File: config.mk
export PLATFORM = sky130hd
export DESIGN_NAME = bdl_desc_fifo
export DESIGN_NICKNAME = d
export VERILOG_FILES = /design/src/rtl/bdl_pkg.sv /design/src/rtl/bdl_desc_ram.sv /design/src/rtl/bdl_desc_fifo.sv
export SDC_FILE = /design/constraint.sdc
export NUM_CORES = 1
export LEC_CHECK = 0
export CAP_MARGIN = 20
export CORE_ASPECT_RATIO = 1.75
export CORE_MARGIN = 10
export CORE_UTILIZATION = 50
export DETAILED_ROUTE_END_ITERATION = 10
export GPL_TIMING_DRIVEN = 0
export PLACE_DENSITY = 0.72
export RECOVER_POWER = 100
export SYNTH_ARGS = -nofsm -noshare
export SYNTH_HDL_FRONTEND = slang
export SYNTH_SLANG_ARGS = --single-unit
File: constraint.sdc
create_clock -name clk -period 4.4 [get_ports clk]
set_input_delay 0.66 -clock clk [delete_from_list [all_inputs] [get_ports clk]]
set_output_delay 0.66 -clock clk [all_outputs]
set_load 0.05 [all_outputs]
File: src/rtl/bdl_pkg.sv
// ----------------------------------------------------------------------------
// bdl_pkg
// Shared constants for the buffer-descriptor list (BDL) descriptor FIFO.
// Defines the default descriptor length, the word layout inside one
// descriptor and the "unused slot" flag pattern.
// No ports (package).
// ----------------------------------------------------------------------------
package bdl_pkg;

    // Words per buffer descriptor.
    localparam int DESC_WORDS = 6;

    // Word layout of one descriptor.
    localparam int W_FLAG  = 0;
    localparam int W_ADDRH = 1;
    localparam int W_ADDRL = 2;
    localparam int W_LEN   = 3;
    localparam int W_ST1   = 4;
    localparam int W_ST2   = 5;

    // Flag word value marking a descriptor slot as unused.
    localparam logic [15:0] FLAG_UNUSED = 16'hFFFF;

endpackage : bdl_pkg

File: src/rtl/bdl_desc_ram.sv
// ----------------------------------------------------------------------------
// bdl_desc_ram
// Descriptor storage: flat DEPTH*WORDS x DW array addressed by
// {slot, word}, flattened as slot*WORDS + word so no addresses are wasted
// when WORDS is not a power of two.
// Ports:
//   clk                      write clock
//   we, wr_slot, wr_word,    synchronous write port
//   wr_data
//   rd_slot, rd_word         asynchronous read address
//   rd_data                  asynchronous read data
// ----------------------------------------------------------------------------
module bdl_desc_ram #(
    parameter  int DEPTH = 4,
    parameter  int WORDS = 6,
    parameter  int DW    = 16,
    localparam int AW    = $clog2(DEPTH),
    localparam int WI    = $clog2(WORDS),
    localparam int AD    = $clog2(DEPTH * WORDS)
) (
    input  logic          clk,
    input  logic          we,
    input  logic [AW-1:0] wr_slot,
    input  logic [WI-1:0] wr_word,
    input  logic [DW-1:0] wr_data,
    input  logic [AW-1:0] rd_slot,
    input  logic [WI-1:0] rd_word,
    output logic [DW-1:0] rd_data
);

    logic [DW-1:0] mem [DEPTH*WORDS];

    function automatic logic [AD-1:0] flat_addr(input logic [AW-1:0] slot,
                                                input logic [WI-1:0] word);
        return AD'(int'(slot) * WORDS + int'(word));
    endfunction

    // NOTE: storage carries no reset; a memory array with a reset cannot map
    // onto RAM primitives, and the queue pointers already mark every slot
    // as invalid after reset.
    always_ff @(posedge clk) begin
        if (we) begin
            mem[flat_addr(wr_slot, wr_word)] <= wr_data;
        end
    end

    // Out-of-range word indices are masked to zero by the caller.
    assign rd_data = mem[flat_addr(rd_slot, rd_word)];

endmodule : bdl_desc_ram

File: src/rtl/bdl_desc_fifo.sv
// ----------------------------------------------------------------------------
// bdl_desc_fifo
// Circular queue of DEPTH buffer descriptors, WORDS words each.
// The fetch sequencer loads descriptors word-serially at the tail; a
// descriptor becomes visible only once its last word is written. The DMA
// engine reads the head descriptor at any word index, writes status back
// into it and pops it.
//
// Optional feature macro: BDL_DESC_ERR_EN (sticky overflow/underflow flags).
//
// Ports:
//   clk, rst                  clock, synchronous active-high reset
//   wr_en, wr_data, wr_abort  producer word push / discard partial descriptor
//   wr_idx                    index of the next word to be written
//   full, empty, count        occupancy of committed descriptors
//   rd_word, rd_data          combinational head-descriptor read
//   st_we, st_word, st_data   status write-back into the head descriptor
//   pop                       release the head descriptor
//   err_ovf, err_udf, err_clr sticky error flags and their clear
// ----------------------------------------------------------------------------
module bdl_desc_fifo
    import bdl_pkg::*;
#(
    parameter  int DEPTH = 4,
    parameter  int WORDS = DESC_WORDS,
    parameter  int DW    = 16,
    localparam int AW    = $clog2(DEPTH),
    localparam int WI    = $clog2(WORDS)
) (
    input  logic          clk,
    input  logic          rst,
    input  logic          wr_en,
    input  logic [DW-1:0] wr_data,
    input  logic          wr_abort,
    output logic [WI-1:0] wr_idx,
    output logic          full,
    input  logic [WI-1:0] rd_word,
    output logic [DW-1:0] rd_data,
    output logic          empty,
    output logic [AW:0]   count,
    input  logic          st_we,
    input  logic [WI-1:0] st_word,
    input  logic [DW-1:0] st_data,
    input  logic          pop,
    output logic          err_ovf,
    output logic          err_udf,
    input  logic          err_clr
);

    // Fill FSM: IDLE means no partial descriptor is pending (wr_idx == 0).
    localparam logic [0:0] ST_IDLE = 1'b0;
    localparam logic [0:0] ST_FILL = 1'b1;

    logic [AW-1:0] head_q,   head_d;
    logic [AW-1:0] tail_q,   tail_d;
    logic [AW:0]   count_q,  count_d;
    logic [WI-1:0] wr_idx_q, wr_idx_d;
    logic [0:0]    state_q,  state_d;

    logic          fill_we;
    logic          last_word;
    logic          commit;
    logic          pop_ok;
    logic          st_ok;

    logic          ram_we;
    logic [AW-1:0] ram_slot;
    logic [WI-1:0] ram_word;
    logic [DW-1:0] ram_wdata;
    logic [DW-1:0] ram_rdata;

    assign empty  = (count_q == '0);
    assign full   = (count_q == (AW+1)'(DEPTH));
    assign count  = count_q;
    assign wr_idx = wr_idx_q;

    assign fill_we   = wr_en & ~full & ~wr_abort;
    assign last_word = (wr_idx_q == WI'(WORDS - 1));
    // WORDS >= 2, so the last word is always written from the FILL state.
    assign commit    = fill_we & (state_q == ST_FILL) & last_word;
    assign pop_ok    = pop & ~empty;
    assign st_ok     = st_we & ~empty & (int'(st_word) < WORDS);

    // NOTE: every variable assigned in an always_comb gets a default first,
    // so no path leaves it unassigned and no latch is inferred.
    always_comb begin
        head_d   = head_q;
        tail_d   = tail_q;
        count_d  = count_q;
        wr_idx_d = wr_idx_q;
        state_d  = state_q;

        if (wr_abort) begin
            // Abort beats a same-cycle wr_en: the partial descriptor and
            // the word offered this cycle are both dropped.
            wr_idx_d = '0;
            state_d  = ST_IDLE;
        end else if (fill_we) begin
            if (commit) begin
                wr_idx_d = '0;
                state_d  = ST_IDLE;
                tail_d   = tail_q + 1'b1;
            end else begin
                wr_idx_d = wr_idx_q + 1'b1;
                state_d  = ST_FILL;
            end
        end

        if (pop_ok) begin
            head_d = head_q + 1'b1;
        end

        // Commit and pop in the same cycle leave the count unchanged.
        case ({commit, pop_ok})
            2'b10:   count_d = count_q + 1'b1;
            2'b01:   count_d = count_q - 1'b1;
            default: count_d = count_q;
        endcase
    end

    // NOTE: sequential state uses non-blocking assignments only, so every
    // flop samples the pre-edge value of every other flop.
    always_ff @(posedge clk) begin
        if (rst) begin
            head_q   <= '0;
            tail_q   <= '0;
            count_q  <= '0;
            wr_idx_q <= '0;
            state_q  <= ST_IDLE;
        end else begin
            head_q   <= head_d;
            tail_q   <= tail_d;
            count_q  <= count_d;
            wr_idx_q <= wr_idx_d;
            state_q  <= state_d;
        end
    end

    // Single storage write port shared by fill and status write-back. The
    // fetch sequencer and the DMA engine are not expected to write in the
    // same cycle; if they do, the fill word takes the port.
    assign ram_we    = fill_we | st_ok;
    assign ram_slot  = fill_we ? tail_q   : head_q;
    assign ram_word  = fill_we ? wr_idx_q : st_word;
    assign ram_wdata = fill_we ? wr_data  : st_data;

    bdl_desc_ram #(
        .DEPTH (DEPTH),
        .WORDS (WORDS),
        .DW    (DW)
    ) u_ram (
        .clk     (clk),
        .we      (ram_we),
        .wr_slot (ram_slot),
        .wr_word (ram_word),
        .wr_data (ram_wdata),
        .rd_slot (head_q),
        .rd_word (rd_word),
        .rd_data (ram_rdata)
    );

    assign rd_data = (~empty && (int'(rd_word) < WORDS)) ? ram_rdata : '0;

`ifdef BDL_DESC_ERR_EN
    logic err_ovf_q, err_ovf_d;
    logic err_udf_q, err_udf_d;
    logic ovf_set,   udf_set;

    assign ovf_set = wr_en & full & ~wr_abort;
    assign udf_set = (pop | st_we) & empty;

    // A set event in the same cycle wins over err_clr.
    always_comb begin
        err_ovf_d = err_ovf_q;
        err_udf_d = err_udf_q;
        if (err_clr) begin
            err_ovf_d = 1'b0;
            err_udf_d = 1'b0;
        end
        if (ovf_set) err_ovf_d = 1'b1;
        if (udf_set) err_udf_d = 1'b1;
    end

    always_ff @(posedge clk) begin
        if (rst) begin
            err_ovf_q <= 1'b0;
            err_udf_q <= 1'b0;
        end else begin
            err_ovf_q <= err_ovf_d;
            err_udf_q <= err_udf_d;
        end
    end

    assign err_ovf = err_ovf_q;
    assign err_udf = err_udf_q;
`else
    logic unused_err_clr;
    assign unused_err_clr = err_clr;
    assign err_ovf        = 1'b0;
    assign err_udf        = 1'b0;
`endif

endmodule : bdl_desc_fifo

* After elaboration in Yosys (flattened, before gate mapping)
Memories as Yosys holds them, arrays and structs flattened.
Cells that the tools add are included.
** Word-level totals
- Flip-flop bits (word level) :: 11
- RAM bits :: 384
- Bits of input ports :: 45
- Output and inout port bits :: 26
- Logic and storage cells :: 46
- Memories kept :: 1
** Memories
- u_ram.mem :: depth 24, width 16, read ports 1, clocked after memory_dff 0, wr ports 1, line bdl_desc_ram.sv:31 : logic [DW-1:0] mem [DEPTH*WORDS];
** Cells by class
- Add/subtract/negate cells :: 7
- Multiply operators :: 2
- $lt $le $gt $ge :: 2
- Eq/ne operators :: 4
- Muxes and demuxes :: 9
- Bitwise operators :: 11
- Reductions and logical operators :: 5
** Operators with widths (number)
- $mux W16 :: 2
- $add A5 B4 Y5 :: 2
- $mul A2 B2 Y4 const B :: 2
- $and A1 B1 Y1 :: 7
- $add A3 B1 Y3 const B :: 2
- $eq A3 B3 Y1 const B :: 2
- $lt A3 B3 Y1 const B :: 2
- $mux W3 :: 2
- $pmux W3 S2 :: 1
- $add A2 B1 Y2 const B :: 2
- $logic_not A3 Y1 :: 1
- $mux W1 :: 3
- $not A1 Y1 :: 3
- $reduce_and A3 Y1 :: 1
- $sub A3 B1 Y3 const B :: 1
- $eq A2 B1 Y1 const B :: 1
- $eq A2 B2 Y1 const B :: 1
- $mux W2 :: 1
- $reduce_bool A2 Y1 :: 1
- $reduce_or A2 Y1 :: 1
- $logic_and A1 B1 Y1 :: 1
- $or A1 B1 Y1 :: 1

* Longest topological paths before layout
Gate-level depths: netlist of the first run.
- Depth in word-level cells :: 8
- Depth in mapped cells :: 13
- Mapped depth without buffers :: 11

* Modules after synthesis
Synthesis of the first run repeated with hierarchy kept, for this count alone.
** Second synthesis, totals
- Cells, all modules :: 799
- Area, all modules :: 16358.2 µm²
** By module, submodules not included
- bdl_desc_ram :: instances 1, cells each 687, area an instance 15300.9 µm², sequential area each 11531.1 µm²
- bdl_desc_fifo :: instances 1, cells each 112, area an instance 1057.3 µm², sequential area each 220.2 µm²

* Least setup slack after synthesis of the first run
Ideal clock, no wire load.
- Kind :: register to register
- From :: reg count_q[2] (netlist: count[2])
- To :: mem u_ram.mem[10][0], enable pin
- Library setup time :: 388 ps
- Arrival :: 4196 ps
- Required time :: 4012 ps
- Path slack :: -184 ps
- Cell stages (with the launch flop) :: 14
- Path buffers :: 2
- Period minus slack after synthesis :: 4584 ps
- Cells stage by stage :: dfxtp_1 nor3b_2 nor3b_1 buf_2 buf_2 mux2i_1 ha_1 inv_1 ha_1 a21o_1 nand2_1 xnor2_1 or3_1 nor2_1
** Between the ends
- Cells in the longest elaborated chain, start to end :: 7
- Elaborated cells on any way between the ends :: 15
- Those cells by class :: 1 x add/sub; 1 x mul; 1 x eq/ne; 4 x mux; 7 x bitwise; 1 x reduce/logical
** Ends and longest elaborated chain
- from (decl) :: line bdl_desc_fifo.sv:56 : logic [AW:0] count_q, count_d;
- from (signal assigned) :: line bdl_desc_fifo.sv:133 : count_q <= count_d;
- $eq A3 B3 Y1 (*) :: line bdl_desc_fifo.sv:73 : assign full = (count_q == (AW+1)'(DEPTH));
- named net full :: line bdl_desc_fifo.sv:36 : output logic full,
- $not A1 Y1 (*) :: line bdl_desc_fifo.sv:77 : assign fill_we = wr_en & ~full & ~wr_abort;
- $and A1 B1 Y1 (*) (2 in a row) :: line bdl_desc_fifo.sv:77
- $mux W2 / $or A1 B1 Y1 (equally long branches) :: line bdl_desc_fifo.sv:143, bdl_desc_fifo.sv:142
- $mul A2 B2 Y4 / $mux W1 (equally long branches) :: line bdl_desc_ram.sv:35, bdl_desc_ram.sv:42
- $add A5 B4 Y5 / $mux W1 (equally long branches) :: line bdl_desc_ram.sv:35, bdl_desc_ram.sv:43
- to (decl) :: line bdl_desc_ram.sv:31
The timed path passes the listed nets; every way through them passes the cells marked *.

* Final worst setup path of the first run
- From :: in rd_word[1]
- To :: out rd_data[2]
** Between the ends
- Cells in the longest elaborated chain, start to end :: 3
- Elaborated cells on any way between the ends :: 5
- Those cells by class :: 1 x add/sub; 1 x order compare; 1 x mux; 1 x reduce/logical; 1 x memory
** Ends and longest elaborated chain
- from (decl) :: line bdl_desc_fifo.sv:37 : input logic [WI-1:0] rd_word,
- $add A5 B4 Y5 / $lt A3 B3 Y1 (equally long branches) :: line bdl_desc_ram.sv:35, bdl_desc_fifo.sv:162
- $mem_v2 Z24 W16 / $logic_and A1 B1 Y1 (equally long branches)
- $mux W16 (*) :: line bdl_desc_fifo.sv:162 : assign rd_data = (~empty && (int'(rd_word) < WORDS)) ? ram_rdata : '0;
- to (decl) :: line bdl_desc_fifo.sv:38 : output logic [DW-1:0] rd_data,
Mark *: on every way between the ends. The rest lies on a longest branch, timed or not.

==> metrics.md, run 1 <==
| Metric | Value |
|---|---|
| Switching Share | around 20% |
| Final setup viols | 0 |
| CTS clk-pin slew, worst paths | ~0.05 ns |
| Slew Limit Fails | 0 |
| Area of the core | 31,530 um^2 |
| Cell with the most instances after synthesis | edfxtp_1 |
| Largest net degree at the start of global routing | 25 |
| Critical Path Source Type | input pin |
| Number of fill cells | between 2,000 and 2,500 |
| YS warnings | 0 |
| Diode count | 0 |
| H-tree depth | 2 |
| Initial Util | 50.65% |
| Worst Skew | 0.02216 ns |
| Worst Path Arrival | 3.73 ns |
| Clock tree buffer depth | 3 |
| CP peak stage delay | 0.46 ns |
| Final hold slack | ~0.52 ns |
| Via/cell ratio | 5.989 |
| Layout cells sized above 1 | 31.42% |
| Most used cell, CP | buf_4 |
| Row count | 86 |
| Hold_buf cts | 0 |
| Crit Path Class | in2out |
| DR WL met3 | 1.694 mm |
| Worst-Margin Slew | between 0.9 and 1 ns |
| Synth Cell Area | 15,970 um^2 |
| Final ANT Viol Nets | 0 |
| Worst slack, placed | -0.7979 ns |
| DR WL met2 | ~20 mm |
| Ranking of synthesized cells by area | edfxtp_1 (72%), mux4_2 (13%), mux2_2 (3.0%) |
| Post-synthesis sequential area ratio | 73.59% |
| Post-synthesis adder-cell area fraction | under 10% |
| Placer's final routability congestion estimate | 0.8212 |
| Wirelength per Cell | 27.14 um |
| Area delta synth->final | 18.21% |
| Leak | 6.115 nW |
| Detailed Place HPWL | 24.54 mm |
| Syn Area/Cell | 20.66 um^2 |
| Multi-input gate area | approximately 4200 um^2 |
| Netlist cell types | 41 |
| CTS tree | done |
| Antenna violations before repair | 0 |
| Drt first-iter violations | 727 |
| Fin crit share | between 90% and 100% |
| Max-cap violations | 0 |
| EDFF count, synth | ~380 |
| First-pass GRT wire length | 52.86 mm |
| Yosys top cell area share | ~72% |
| Die area | 39,770 um^2 |
| FF+latch area | around 12,000 um^2 |
| Largest family of logic cells by synthesized area | multiplexers |
| Synth cell count leaders | edfxtp_1 (384), mux4_2 (90), mux2_2 (43), nor2_1 (42), mux2i_1 (24) |
| Post-synthesis xor/xnor area fraction | 0.6582% |
| Max Freq | about 0.23 GHz |
| Ys flop type | edfxtp_1 |
| Critical-path top delay cell | a2111oi_0 |
| Max Used Layer | met4 |
| Worst slew margin | 38.83% |
| Seq cells post-synth | 395 |
| Part of the power in registers | 54.5% |
| Clk network pwr share | 39.7% |
| Post-synthesis compound-gate area fraction | approximately 2.4% |
| Gate power share | 5.8% |
| Post-synthesis simple-gate area fraction | 2.836% |
| CP required | 3.74 ns |
| DRT Wirelength | between 30 and 40 mm |
| DRC Markers | 0 |
| Mapped Cells | between 700 and 800 |
| Fraction of synthesized area in multiplexers | between 10% and 20% |
| Overall Global Routing Usage | around 18% |
| First-pass DRT Iterations | 5 |
| CP Cell Sequence | clkdlybuf4s50_1 -> ha_1 -> fa_1 -> xnor2_2 -> buf_4 -> mux4_2 -> nor2b_1 -> a2111oi_0 -> a211oi_1 -> buf_4 |
| Grt total ovfl | 0 |
| Asr flop ratio synth | 0% |
| Final Hold Vio Count | 0 |
| Psw | 1.541 mW |
| Die width | between 150 and 200 um |
| Root Buffer | clkbuf_16 |
| IR drop worst, VDD | 0.2435 mV |
| Critical Path End Type | primary output |
| P per Cell Area | 406.3 nW/um^2 |
| Clk sinks | between 300 and 400 |
| Port Buffers | 66 |
| Pint | 6.129 mW |
| Final WS setup | between 0.009 and 0.01 ns |
| I/O pin count | 71 |
| Status | complete, no violations |
| Crit path max fanout | 10 |
| Wl on met1 | 12.48 mm |
| Routed vias | 7,900 |
| Worst Hold Class | reg2reg |
| Chip height | around 260 um |
| Vias in the first global route | 8,516 |
| Clock Latency Late Sink | 0.53 ns |
| Min Tclk post-route | 4.391 ns |
| Final #Nets | about 960 |
| Yosys top cell by area | edfxtp_1 |
| TritonCTS Buffers | 35 |
## per-stage QoR
stage / instance area, um^2 / std cells / power [mW] / TNS [ns] / util [%]
CTS: 18850 / 1316 / 7.713 / -0.009721 / 59.79
detailed placement: 17560 / 1260 / 4.686 / -166.19 / 55.71
floorplan: 15980 / 774 / 4.517 / 0 / -
finish: 18880 / 1319 / 7.670 / 0 / 59.87
global placement: 17140 / 1236 / 4.666 / -453.19 / 54.35
global route: 18880 / 1319 / 7.899 / -0.1117 / 59.87
## state kept, by name, summed over array words and instances (netlist names)
name and count:
tail_q 2, count 3, head_q 2, wr_idx 3, u_ram.mem 384, state_q 1
## timing repair
action / in CTS / in global routing
setup endpoints to repair: 60 / 143
hold endpoints to repair: 0 / 0
buffers inserted: 0 / 3
pin swaps: 0 / 5
resized for setup: 144 / 33
## power by group through the flow
stage | combinational, mW | clock (mW) | sequential (mW)
2_1_floorplan | 0.256 | 0 | 4.26
3_3_place_gp | 0.404 | 0 | 4.26
3_5_place_dp | 0.423 | 0 | 4.26
4_1_cts | 0.444 | 3.09 | 4.18
5_1_grt | 0.471 | 3.25 | 4.18
6_report | 0.442 | 3.04 | 4.18
## worst max-delay path, delay by kind of cell
kind / cells / cell delay, ns
buffers and inverters: 3 / 0.98
adders and majority gates: 2 / 0.68
AOI/OAI and AO/OA: 2 / 0.61
muxes: 1 / 0.33
xor gates and xnor gates: 1 / 0.31
and+or+nand+nor: 1 / 0.16
## final timing paths
path,from,to,slack [ns],depth (start not counted)
max reg2reg,count[0],u_ram.mem[3][2],0.41,13
min,tail_q[1],tail_q[1],0.52,2
max,rd_word[1],rd_data[2],0.009,10
min reg2reg,tail_q[1],tail_q[1],0.52,2
## layout by cell type (no fill, tap or decap), drive strengths merged
| cell type | n |
|---|---|
| nand2 | 14 |
| inv | 9 |
| xnor2 | 5 |
| clkbuf | 59 |
| or3 | 2 |
| nor2b | 11 |
| a21oi | 3 |
| or2 | 1 |
| nand3 | 4 |
| bufinv | 4 |
| o21ai | 13 |
| a21o | 2 |
| nor3b | 2 |
| and2 | 1 |
| nor3 | 5 |
| nand2b | 3 |
| nor2 | 42 |
| clkinv | 7 |
| clkdlybuf4s50 | 42 |
| and3 | 7 |
| and4b | 1 |
| nand4bb | 1 |
| a22oi | 1 |
| dlygate4sd3 | 8 |
| mux2i | 24 |
| edfxtp | 384 |
| fa | 3 |
| dfxtp | 11 |
| o221ai | 12 |
| mux4 | 91 |
| ha | 11 |
| xor2 | 7 |
| a2111oi | 9 |
| mux2 | 43 |
| a211oi | 10 |
| conb | 2 |
| buf | 69 |
## cell families (layout without fill, tap and decap cells)
group                      count (synthesis)  after routing
AOI/OAI and AO/OA                         50             50
xor gates and xnor gates                  12             12
adders and majority gates                 14             14
buffers and inverters                     49            198
DFF                                      395            395
muxes                                    158            158
other                                      1              2
and+or+nand+nor                           94             94
## layout make-up
type	count	share of cell area, %
multi-input combinational	330	22.43
buffer	41	1.670
tap	396	2.625
timing repair buffer	93	4.951
clock inverter	12	0.8617
clock buffer	44	5.044
sequential	395	62.26
inverter	8	0.1591
## routing by layer
| layer | vias up | track usage [%] |
|---|---|---|
| met4 | 0 | 8.794 |
| met1 | 4109 | 19.61 |
| li1 | 3449 | - |
| met3 | 77 | 3.151 |
| met5 | - | 0 |
| met2 | 265 | 32.44 |
Power figures use the tool's default switching activity.
==> run 2: changes to the inputs <==
--- a/config.mk
+++ b/config.mk
@@ -13,6 +13,7 @@
 export GPL_TIMING_DRIVEN = 0
 export PLACE_DENSITY = 0.72
 export RECOVER_POWER = 100
+export SETUP_SLACK_MARGIN = 0.02
 export SYNTH_ARGS = -nofsm -noshare
 export SYNTH_HDL_FRONTEND = slang
 export SYNTH_SLANG_ARGS = --single-unit
==> metrics.md, run 2 (synthesis gave the netlist of run 1 again) <==
| Metric | Value |
|---|---|
| Layout cells sized above 1 | 30.92% (-0.50 points) |
| Dpl cells | 1,260 (unchanged) |
| Slew Limit Fails | 0 (unchanged) |
| Part of the power in registers | 54.6% (about the same) |
| Antenna violations before repair | 0 (unchanged) |
| Clk network pwr share | 39.6% (about the same) |
| Final ANT Viol Nets | 0 (unchanged) |
| Root Buffer | clkbuf_16 |
| Final #Nets | 965 (+0.21%) |
| Worst R2R Start | count[0] |
| Critical Path End Type | primary output |
| Chip height | 256.4 um (unchanged) |
| Tot Pwr | 7.668 mW (about the same) |
| CP required | 3.74 ns (about the same) |
| Status | complete, no violations |
| Non-Filler Instances | 1,321 (+0.15%) |
| Largest net degree at the start of global routing | 25 (unchanged) |
| Detailed Place HPWL | 24.54 mm (unchanged) |
| TritonCTS Buffers | 35 (unchanged) |
| Row count | 86 (unchanged) |
| Number of fill cells | 2,232 (+0.27%) |
| Largest reg by FF count | u_ram.mem |
| Clk sinks | 395 (unchanged) |
| I/O pin count | 71 (unchanged) |
| Critical Path Source Type | input pin |
| Port Buffers | 66 (unchanged) |
| First-pass GRT wire length | 53.03 mm (+0.31%) |
| Diode count | 0 (unchanged) |
| Final setup viols | 0 (unchanged) |
| Util after Layout | 59.75% (-0.13 points) |
| Final WS setup | 0.05303 ns (+0.04383 ns) |
| Commonest non-fill, non-tap cell in the layout | edfxtp_1 |
| Critical Path Start | rd_word[1] |
| Psw | 1.535 mW (-0.33%) |
| Worst-Margin Slew | 0.9107 ns (-0.006765 ns) |
| H-tree depth | 2 (unchanged) |
| Clock Latency Late Sink | 0.53 ns (about the same) |
| Pint | 6.132 mW (about the same) |
| Most frequent cells in the layout | edfxtp_1 (384), mux4_2 (90), clkdlybuf4s50_1 (42), clkbuf_16 (37), nor2_1 (29) |
| Worst Skew | 0.02169 ns (-0.0004683 ns) |
| Drt first-iter violations | 771 (+6.1%) |
| CTS tree | done |
| Area of the core | 31,530 um^2 (unchanged) |
| Min Tclk post-route | 4.347 ns (-0.04383 ns) |
| Grt total ovfl | 0 (unchanged) |
| P per Cell Area | 407.1 nW/um^2 (+0.18%) |
| Worst Hold Class | reg2reg |
| Max Freq | 0.2300 GHz (+1.0%) |
| Worst slack, placed | -0.7979 ns (unchanged) |
| DRC Markers | 0 (unchanged) |
| Die area | 39,770 um^2 (unchanged) |
| Area delta synth->final | 17.96% |
| Worst Path Arrival | 3.69 ns (-0.04 ns) |
| Initial Util | 50.65% (unchanged) |
| Final Hold Vio Count | 0 (unchanged) |
| DRT Wirelength | 35.94 mm (+0.39%) |
| Total Neg Setup Slack | 0 ns (unchanged) |
| Switching Share | 20.03% (-0.060 points) |
| Worst slew margin | 39.28% (+0.45 points) |
| Placer's final routability congestion estimate | 0.8212 (unchanged) |
| Max-cap violations | 0 (unchanged) |
| Leak | 6.121 nW (+0.10%) |
| CTS clk-pin slew, worst paths | 0.05 ns (about the same) |
| Overall Global Routing Usage | 18.00% (+0.062 points) |
| Routed vias | 7,951 (+0.65%) |
| Crit Path Class | in2out |
| IR drop worst, VDD | 0.2579 mV (+5.9%) |
| Crit path max fanout | 10 (unchanged) |
| RSZ-0062 raised after global routing | yes |
| Clock tree buffer depth | 3 (unchanged) |
| Die width | 155.1 um (unchanged) |
| Via/cell ratio | 6.019 (+0.49%) |
| Wirelength per Cell | 27.21 um (+0.24%) |
| Fin crit share | 98.79% (-1.0 points) |
| Vias in the first global route | 8,529 (+0.15%) |
| HP Start | tail_q[1] |
| Gate power share | 5.8% (about the same) |
| Max reg flops | 384 (unchanged) |
| Hold_buf cts | 0 (unchanged) |
| First-pass DRT Iterations | 5 (unchanged) |
run 2: what timing repair did:
action,CTS,global route
resized for setup,140,33
setup buffers,0,5
pin swaps,0,5
setup endpoints to repair,105,167
run 2: area by class of cell:
| cell class | instances | area (um^2) | share of cell area, % |
|---|---|---|---|
| Inverter | 8 | 30.03 | 0.1594 |
| Sequential cell | 395 | 11750 | 62.39 |
| Clock buffer | 44 | 952.2 | 5.055 |
| Multi-Input combinational cell | 330 | 4209 | 22.34 |
| Buffer | 41 | 322.8 | 1.714 |
| Clock inverter | 12 | 162.7 | 0.8635 |
| Tap cell | 396 | 495.5 | 2.630 |
| Timing Repair Buffer | 95 | 912.1 | 4.842 |
run 2: stage by stage:
| stage | instance area [um^2] | hold slack [ns] |
|---|---|---|
| finish | 18840 | 0.5189 |
| global route | 18840 | 0.5576 |
| CTS | 18830 | 0.5295 |
| detailed placement | 17560 | 0.5157 |
| global placement | 17140 | 0.4887 |
| floorplan | 15980 | 0.4736 |
run 2: path summary, 6_finish.rpt:
kind	cells after the start	slack, ns	end
worst min-delay path	2	0.52	tail_q[1]
worst max register to register	13	0.35	u_ram.mem[3][2]
worst min register to register	2	0.52	tail_q[1]
worst max-delay path	10	0.05	rd_data[2]
run 2: critical path: stages:
cell	delay (ns)
clkdlybuf4s50_1	0.42
ha_1	0.24
fa_1	0.44
xnor2_2	0.28
buf_4	0.29
mux4_2	0.33
nor2b_1	0.15
a2111oi_0	0.46
a211oi_1	0.15
buf_4	0.25
run 2: metal layers:
layer | GRT usage, % | routed length (um) | up-vias
met5 | 0 | 0 | -
met4 | 8.794 | 1535 | 0
met3 | 3.084 | 1869 | 76
met2 | 32.59 | 20130 | 303
met1 | 19.71 | 12400 | 4129
li1 | - | - | 3443
run 2: power groups by stage:
stage | clock network, mW | registers, mW | logic (mW)
floorplan | 0 | 4.26 | 0.256
global placement | 0 | 4.26 | 0.404
detailed placement | 0 | 4.26 | 0.423
CTS | 3.09 | 4.18 | 0.443
global route | 3.25 | 4.18 | 0.473
finish | 3.04 | 4.18 | 0.444
